--- src/rtl/uart_ctrl_pkg.sv ---
// -----------------------------------------------------------------------------
// uart_ctrl_pkg
// Purpose : Shared definitions for the UART controller slice. Holds the state
//           encoding used by both serial FSMs, the STATUS register bit
//           positions and a helper that derives the baud divisor.
// Ports   : none (package)
// -----------------------------------------------------------------------------
package uart_ctrl_pkg;

  // Both the transmit and the receive FSM walk the same four phases of an
  // 8N1 frame, so they share one encoding.
  typedef enum logic [1:0] {
    ST_IDLE  = 2'd0,
    ST_START = 2'd1,
    ST_DATA  = 2'd2,
    ST_STOP  = 2'd3
  } uartState_t;

  // Bit positions inside the STATUS read value.
  localparam int STATUS_TX_READY_BIT = 0;
  localparam int STATUS_RX_READY_BIT = 1;
  localparam int STATUS_WIDTH        = 2;

  // Clock cycles per serial bit; integer division truncates.
  function automatic int calcDiv(input int clkFreq, input int baud);
    return clkFreq / baud;
  endfunction

endpackage

--- src/rtl/uart_ctrl_sync_fifo.sv ---
// -----------------------------------------------------------------------------
// sync_fifo
// Purpose : Single-clock first-word-fall-through FIFO used for both the TX and
//           the RX byte buffers of uart_ctrl.
// Ports   : clk      core clock
//           rst      synchronous active-high reset, empties the FIFO
//           i_push   write request, honoured only when not full
//           i_data   write data
//           i_pop    read request, honoured only when not empty
//           o_head   oldest entry (valid while o_empty is low)
//           o_full   no free entry
//           o_empty  no stored entry
// -----------------------------------------------------------------------------
module sync_fifo #(
  parameter int WIDTH = 8,
  parameter int DEPTH = 16
) (
  input  logic             clk,
  input  logic             rst,
  input  logic             i_push,
  input  logic [WIDTH-1:0] i_data,
  input  logic             i_pop,
  output logic [WIDTH-1:0] o_head,
  output logic             o_full,
  output logic             o_empty
);

  localparam int AW = $clog2(DEPTH);

  logic [WIDTH-1:0] r_mem [DEPTH];
  logic [AW:0]      r_wrPtr;
  logic [AW:0]      r_rdPtr;
  logic             w_doPush;
  logic             w_doPop;

  // Pointers carry one extra wrap bit: equal pointers mean empty, pointers
  // that differ only in the wrap bit mean full.
  assign o_empty  = (r_wrPtr == r_rdPtr);
  assign o_full   = (r_wrPtr[AW] != r_rdPtr[AW]) &&
                    (r_wrPtr[AW-1:0] == r_rdPtr[AW-1:0]);
  // Each request is judged against the pre-edge state, so a push into a full
  // FIFO is dropped even if a pop happens in the same cycle, and vice versa.
  assign w_doPush = i_push && !o_full;
  assign w_doPop  = i_pop && !o_empty;
  assign o_head   = r_mem[r_rdPtr[AW-1:0]];

  // Pointer registers; they wrap naturally through their full range.
  always_ff @(posedge clk) begin
    if (rst) begin
      r_wrPtr <= '0;
      r_rdPtr <= '0;
    end else begin
      if (w_doPush) r_wrPtr <= r_wrPtr + 1'b1;
      if (w_doPop)  r_rdPtr <= r_rdPtr + 1'b1;
    end
  end

  // Storage array; contents need no reset because the pointers gate access.
  always_ff @(posedge clk) begin
    if (w_doPush) r_mem[r_wrPtr[AW-1:0]] <= i_data;
  end

endmodule

--- src/rtl/uart_ctrl.sv ---
// -----------------------------------------------------------------------------
// uart_ctrl
// Purpose : UART controller behind the memory bridge. Buffers CPU stores in a
//           TX FIFO and sends them 8N1 on txd_o, deserialises rxd_i into an RX
//           FIFO, and exposes DATA / STATUS read values.
// Ports   : clk, rst          core clock, synchronous active-high reset
//           uart_we_n_i       store strobe (active low, one cycle per store)
//           uart_re_n_i       load strobe (active low, one cycle per load)
//           uart_sel_i        0 = DATA, 1 = STATUS
//           uart_tx_data_i    store byte
//           uart_rx_data_o    RX FIFO head, 8'h00 when empty
//           uart_tx_ready_o   TX FIFO not full
//           uart_rx_ready_o   RX FIFO not empty
//           rx_overrun_o      sticky, a received byte was dropped
//           txd_o             serial output, idles high
//           rxd_i             serial input, asynchronous
// -----------------------------------------------------------------------------
module uart_ctrl
  import uart_ctrl_pkg::*;
#(
  parameter int CLK_FREQ = 50_000_000,
  parameter int BAUD     = 9600,
  parameter int TX_DEPTH = 16,
  parameter int RX_DEPTH = 16
) (
  input  logic       clk,
  input  logic       rst,
  input  logic       uart_we_n_i,
  input  logic       uart_re_n_i,
  input  logic       uart_sel_i,
  input  logic [7:0] uart_tx_data_i,
  output logic [7:0] uart_rx_data_o,
  output logic       uart_tx_ready_o,
  output logic       uart_rx_ready_o,
  output logic       rx_overrun_o,
  output logic       txd_o,
  input  logic       rxd_i
);

  localparam int DIV = calcDiv(CLK_FREQ, BAUD);
  localparam int CW  = $clog2(DIV);
  localparam logic [CW-1:0] BIT_LAST  = CW'(DIV - 1);
  localparam logic [CW-1:0] HALF_LAST = CW'(DIV / 2 - 1);

  // Bus decode
  logic w_txWrite;
  logic w_dataRead;
  logic [STATUS_WIDTH-1:0] w_status;

  // FIFO interfaces
  logic [7:0] w_txHead;
  logic       w_txFull;
  logic       w_txEmpty;
  logic       w_txPop;
  logic [7:0] w_rxHead;
  logic       w_rxFull;
  logic       w_rxEmpty;
  logic       w_rxPush;

  // TX FSM
  uartState_t r_txState, w_txStateNext;
  logic [CW-1:0] r_txCnt, w_txCntNext;
  logic [2:0]    r_txBit, w_txBitNext;
  logic [7:0]    r_txShift, w_txShiftNext;
  logic          r_txd, w_txdNext;

  // RX FSM
  logic          r_rxSync1, r_rxSync2;
  uartState_t    r_rxState, w_rxStateNext;
  logic [CW-1:0] r_rxCnt, w_rxCntNext;
  logic [2:0]    r_rxBit, w_rxBitNext;
  logic [7:0]    r_rxShift, w_rxShiftNext;
  logic          r_rxWaitHigh, w_rxWaitHighNext;
  logic          r_overrun, w_overrunNext;

  assign w_txWrite  = !uart_we_n_i && !uart_sel_i;
  assign w_dataRead = !uart_re_n_i && !uart_sel_i;

  assign w_status[STATUS_TX_READY_BIT] = !w_txFull;
  assign w_status[STATUS_RX_READY_BIT] = !w_rxEmpty;

  assign uart_tx_ready_o = w_status[STATUS_TX_READY_BIT];
  assign uart_rx_ready_o = w_status[STATUS_RX_READY_BIT];
  assign uart_rx_data_o  = w_rxEmpty ? 8'h00 : w_rxHead;
  assign rx_overrun_o    = r_overrun;
  assign txd_o           = r_txd;

  sync_fifo #(.WIDTH(8), .DEPTH(TX_DEPTH)) u_txFifo (
    .clk     (clk),
    .rst     (rst),
    .i_push  (w_txWrite),
    .i_data  (uart_tx_data_i),
    .i_pop   (w_txPop),
    .o_head  (w_txHead),
    .o_full  (w_txFull),
    .o_empty (w_txEmpty)
  );

  sync_fifo #(.WIDTH(8), .DEPTH(RX_DEPTH)) u_rxFifo (
    .clk     (clk),
    .rst     (rst),
    .i_push  (w_rxPush),
    .i_data  (r_rxShift),
    .i_pop   (w_dataRead),
    .o_head  (w_rxHead),
    .o_full  (w_rxFull),
    .o_empty (w_rxEmpty)
  );

  // Transmit next-state logic. txd is registered, so each branch sets the
  // level the line takes from the next edge on. Leaving STOP with a byte
  // waiting reloads the shifter and goes straight to START.
  always_comb begin
    w_txStateNext = r_txState;
    w_txCntNext   = r_txCnt;
    w_txBitNext   = r_txBit;
    w_txShiftNext = r_txShift;
    w_txdNext     = r_txd;
    w_txPop       = 1'b0;
    case (r_txState)
      ST_IDLE: begin
        w_txdNext = 1'b1;
        if (!w_txEmpty) begin
          w_txPop       = 1'b1;
          w_txShiftNext = w_txHead;
          w_txCntNext   = '0;
          w_txdNext     = 1'b0;
          w_txStateNext = ST_START;
        end
      end
      ST_START: begin
        if (r_txCnt == BIT_LAST) begin
          w_txCntNext   = '0;
          w_txBitNext   = 3'd0;
          w_txdNext     = r_txShift[0];
          w_txShiftNext = r_txShift >> 1;
          w_txStateNext = ST_DATA;
        end else begin
          w_txCntNext = r_txCnt + 1'b1;
        end
      end
      ST_DATA: begin
        if (r_txCnt == BIT_LAST) begin
          w_txCntNext = '0;
          if (r_txBit == 3'd7) begin
            w_txdNext     = 1'b1;
            w_txStateNext = ST_STOP;
          end else begin
            w_txBitNext   = r_txBit + 1'b1;
            w_txdNext     = r_txShift[0];
            w_txShiftNext = r_txShift >> 1;
          end
        end else begin
          w_txCntNext = r_txCnt + 1'b1;
        end
      end
      ST_STOP: begin
        if (r_txCnt == BIT_LAST) begin
          w_txCntNext = '0;
          if (!w_txEmpty) begin
            w_txPop       = 1'b1;
            w_txShiftNext = w_txHead;
            w_txdNext     = 1'b0;
            w_txStateNext = ST_START;
          end else begin
            w_txdNext     = 1'b1;
            w_txStateNext = ST_IDLE;
          end
        end else begin
          w_txCntNext = r_txCnt + 1'b1;
        end
      end
      default: begin
        w_txdNext     = 1'b1;
        w_txStateNext = ST_IDLE;
      end
    endcase
  end

  // Receive next-state logic. The start bit is re-checked half a bit in so
  // later samples land mid-bit; a low stop bit is a framing error and the
  // receiver refuses to re-arm until the line has been seen high again.
  always_comb begin
    w_rxStateNext    = r_rxState;
    w_rxCntNext      = r_rxCnt;
    w_rxBitNext      = r_rxBit;
    w_rxShiftNext    = r_rxShift;
    w_rxWaitHighNext = r_rxWaitHigh;
    w_rxPush         = 1'b0;
    case (r_rxState)
      ST_IDLE: begin
        if (r_rxWaitHigh) begin
          if (r_rxSync2) w_rxWaitHighNext = 1'b0;
        end else if (!r_rxSync2) begin
          w_rxCntNext   = '0;
          w_rxStateNext = ST_START;
        end
      end
      ST_START: begin
        if (r_rxCnt == HALF_LAST) begin
          w_rxCntNext = '0;
          w_rxBitNext = 3'd0;
          if (r_rxSync2) w_rxStateNext = ST_IDLE;
          else           w_rxStateNext = ST_DATA;
        end else begin
          w_rxCntNext = r_rxCnt + 1'b1;
        end
      end
      ST_DATA: begin
        if (r_rxCnt == BIT_LAST) begin
          w_rxCntNext   = '0;
          w_rxShiftNext = {r_rxSync2, r_rxShift[7:1]};
          if (r_rxBit == 3'd7) w_rxStateNext = ST_STOP;
          else                 w_rxBitNext   = r_rxBit + 1'b1;
        end else begin
          w_rxCntNext = r_rxCnt + 1'b1;
        end
      end
      ST_STOP: begin
        if (r_rxCnt == BIT_LAST) begin
          w_rxCntNext   = '0;
          w_rxStateNext = ST_IDLE;
          if (r_rxSync2) w_rxPush         = 1'b1;
          else           w_rxWaitHighNext = 1'b1;
        end else begin
          w_rxCntNext = r_rxCnt + 1'b1;
        end
      end
      default: begin
        w_rxStateNext = ST_IDLE;
      end
    endcase
  end

  // Overrun flag: a DATA read clears it, but a byte dropped in the same cycle
  // sets it again so the loss is never hidden.
  always_comb begin
    w_overrunNext = r_overrun;
    if (w_dataRead)           w_overrunNext = 1'b0;
    if (w_rxPush && w_rxFull) w_overrunNext = 1'b1;
  end

  // State registers for both FSMs, the input synchroniser and the overrun
  // flag. Reset drops any frame in flight and forces the line high.
  always_ff @(posedge clk) begin
    if (rst) begin
      r_txState    <= ST_IDLE;
      r_txCnt      <= '0;
      r_txBit      <= 3'd0;
      r_txShift    <= 8'h00;
      r_txd        <= 1'b1;
      r_rxSync1    <= 1'b1;
      r_rxSync2    <= 1'b1;
      r_rxState    <= ST_IDLE;
      r_rxCnt      <= '0;
      r_rxBit      <= 3'd0;
      r_rxShift    <= 8'h00;
      r_rxWaitHigh <= 1'b0;
      r_overrun    <= 1'b0;
    end else begin
      r_txState    <= w_txStateNext;
      r_txCnt      <= w_txCntNext;
      r_txBit      <= w_txBitNext;
      r_txShift    <= w_txShiftNext;
      r_txd        <= w_txdNext;
      r_rxSync1    <= rxd_i;
      r_rxSync2    <= r_rxSync1;
      r_rxState    <= w_rxStateNext;
      r_rxCnt      <= w_rxCntNext;
      r_rxBit      <= w_rxBitNext;
      r_rxShift    <= w_rxShiftNext;
      r_rxWaitHigh <= w_rxWaitHighNext;
      r_overrun    <= w_overrunNext;
    end
  end

endmodule

--- config.mk ---
export PLATFORM = sky130hd
export DESIGN_NAME = uart_ctrl
export DESIGN_NICKNAME = d
export VERILOG_FILES = /design/src/rtl/uart_ctrl_pkg.sv /design/src/rtl/uart_ctrl_sync_fifo.sv /design/src/rtl/uart_ctrl.sv
export SDC_FILE = /design/constraint.sdc
export NUM_CORES = 1
export LEC_CHECK = 0
export CORE_MARGIN = 4
export CORE_UTILIZATION = 35
export CTS_CLUSTER_DIAMETER = 100
export DETAILED_ROUTE_END_ITERATION = 6
export GPL_TIMING_DRIVEN = 0
export PLACE_DENSITY_LB_ADDON = 0.05
export RECOVER_POWER = 25
export SLEW_MARGIN = 20
export SYNTH_ARGS = -nofsm -noshare
export SYNTH_HDL_FRONTEND = slang
export SYNTH_SLANG_ARGS = --single-unit
--- constraint.sdc ---
create_clock -name clk -period 4.25 [get_ports clk]
set_input_delay 0.85 -clock clk [delete_from_list [all_inputs] [get_ports clk]]
set_output_delay 0.85 -clock clk [all_outputs]
set_load 0.005 [all_outputs]
==> impl_metrics.json <==
{
  "netlist_area_um2": 14300,
  "reg2reg_to": "u_rxFifo.r_mem[8][3]",
  "power_mw": 8.24,
  "layout_setup_ws_ns": 0.209,
  "post_drt_wl_per_cell_um": 21.9,
  "num_vias": 8016,
  "synth_edf_count": 256,
  "wirelength_um": 33900,
  "hpwl_um": 22100,
  "row_count": 73,
  "finalHoldViolations": 0,
  "cp.required_ns": 3.40,
  "grt_antenna_before_repair": 0,
  "start_kind": "register",
  "clkSlewWorstSetupHoldPaths_ns": 0.06,
  "area_growth_pct": 15.9,
  "power-per-cell-area_nw_per_um2": 498,
  "final_antenna_net_count": 0,
  "nets": 1031,
  "first_global_vias": 8069,
  "cts_tree": "done",
  "fp.dieW_um": 210,
  "dr.pass1.iters": 5,
  "netlist.area_leader.share_pct": 53.8,
  "hold_buffers": 0,
  "syn_nets": 963,
  "grt_start_max_net_pins": 19,
  "gp_congestion": 0.758,
  "clkSinkCount": 341,
  "ys_warn_count": 0,
  "crit_buf_inv": 2,
  "min_to": "r_rxSync2",
  "relSlewSlack_pct": 29.8,
  "maxSlewViolCount": 0,
  "clockBufferDepth": 3,
  "rrSetupSlack_ns": 1.02,
  "synth_common_cells": "edfxtp_1, dfxtp_1, mux4_2",
  "die-area_um2": 44100,
  "min_path_cells": 1,
  "drc": 0,
  "fmax_mhz": 247,
  "boundaryPins": 26,
  "synth_ff_type": "edfxtp_1",
  "drive_gt1_share_pct": 16.6,
  "cp_max_fo": 10,
  "synth_most_common_cell": "edfxtp_1",
  "placeableCoreArea_um2": 40000,
  "synthTopCellsByArea": "edfxtp_1, dfxtp_1, mux4_2",
  "seq_area_frac_synth_pct": 65.8,
  "diodes": 0,
  "postSynthAreaPerCell_um2": 15.4,
  "cts_max_level": 2,
  "path_delay_family": "buffers and inverters",
  "clock-skew-final_ns": 0.0214,
  "setup_tns_ns": 0,
  "tightestPinTransition_ns": 1.04,
  "end_kind": "primary output",
  "setup_viol": 0,
  "fillCellCount": 3683,
  "power.leakage_nw": 5.34,
  "yosysTopAreaCell": "edfxtp_1",
  "track_usage_pct": 15.5,
  "ys_ff_latch": 341,
  "r2r-start": "r_rxCnt[0]",
  "cpMostUsedCell": "mux4_2",
  "period_share_pct": 95.1,
  "cts_buffers": 40,
  "ys_types": 72,
  "crit_type": "register to primary output",
  "gr-total-overflow": 0,
  "hold_path_class": "register to register",
  "die_h_um": 210,
  "worstPathArrival_ns": 3.19,
  "ir_worst_vdd_mv": 0.260,
  "first_iter_violations": 378,
  "dp_cells": 1479,
  "worstHoldStart": "r_rxSync1",
  "clkLatencyLatePin_ns": 0.55,
  "async_reset_ff_share_pct": 0,
  "cts_root_buf": "clkbuf_16",
  "netlist_instances": 928,
  "outcome": "finished clean",
  "place_ws_ns": 0.579,
  "via_per_inst": 5.17,
  "crit_path_top_delay_cell": "clkbuf_1",
  "grt_pass1_wl_um": 51900,
  "cap_violations": 0,
  "period_needed_ns": 4.04,
  "port_buffers": 24,
  "cpPeakStageDelay_ns": 0.64,
  "path_cells": "clkbuf_1, mux4_2, mux4_2, nor2b_1, clkdlybuf4s50_1",
  "fin_cells": 1550,
  "ff2ff_path_depth": 6,
  "initial_core_util_pct": 35.7,
  "rsz0062_at_grt": "no"
}
report_power, final:
group	switching (mW)	internal [mW]
Sequential	0.0541	3.63
Clock	1.38	2.09
Combinational	0.637	0.445
Total	2.07	6.16
layout make-up:
type,instances,area (um^2),area share (%)
Sequential cell,341,9390,56.7
Multi-Input combinational cell,513,4600,27.8
Timing Repair Buffer,26,255,1.54
Buffer,48,214,1.29
Clock buffer,50,1140,6.90
Clock inverter,21,196,1.19
Inverter,26,97.6,0.590
Tap cell,525,657,3.97
how the worst max path moves through the flow:
stage               slack, ns  startpoint              endpoint  cells after the start
floorplan                1.48    register     uart_rx_data_o[0]                      5
global placement         0.47  uart_sel_i  u_txFifo.r_mem[3][3]                      4
detailed placement       0.58    register     uart_rx_data_o[7]                      6
CTS                    0.0008    register     uart_rx_data_o[2]                      6
global route             0.01    register     uart_rx_data_o[7]                      6
finish                   0.21    register     uart_rx_data_o[2]                      5
repair_timing:
item | in CTS | in global routing
buffers inserted | 0 | 0
setup endpoints to repair | 3 | 7
endpoints found under the hold margin | 0 | 0
gates resized for setup | 2 | 2
pin swaps | 0 | 0
cell usage in the layout (no fill, tap or decap), drive strengths merged, types with 23 or more instances in the layout:
cell type / instances
edfxtp: 256
dfxtp: 85
clkbuf: 85
mux4: 71
nor2: 65
a21oi: 31
and3: 31
nand2: 28
nand3: 28
inv: 27
o21ai: 25
mux2i: 23
registers in the layout (all words and copies together) (netlist names), 2 cells and up, named ones only:
name	cells
r_txBit	3
u_rxFifo.r_wrPtr	5
u_txFifo.r_rdPtr	5
u_txFifo.r_wrPtr	5
r_txShift	8
u_txFifo.r_mem	128
r_rxShift	8
r_txCnt	13
u_rxFifo.r_mem	128
r_rxBit	3
r_txState	2
u_rxFifo.r_rdPtr	5
r_rxCnt	13
kinds of logic after synthesis:
family,share of synthesized area (%)
AOI/OAI and AO/OA,6.50
xor gates and xnor gates,1.53
adders and majority gates,1.84
buffers and inverters,2.13
DFF,65.8
muxes,13.2
and+or+nand+nor,9.03
layer usage:
| layer | vias to the layer above | routed length (um) | GRT usage (%) |
|---|---|---|---|
| li1 | 3809 | - | - |
| met1 | 4041 | 15600 | 21.3 |
| met2 | 115 | 16600 | 25.5 |
| met3 | 51 | 1160 | 3.30 |
| met4 | 0 | 594 | 3.42 |
| met5 | - | 0 | 0 |
metrics by stage:
stage / hold slack, ns / cell area [um^2] / util, %
finish: 0.410 / 16500 / 41.4
global route: 0.416 / 16500 / 41.4
CTS: 0.414 / 16500 / 41.4
detailed placement: 0.398 / 15200 / 38.0
global placement: 0.392 / 15200 / 37.9
floorplan: 0.389 / 14300 / -
(Power assumes the default switching activity.)
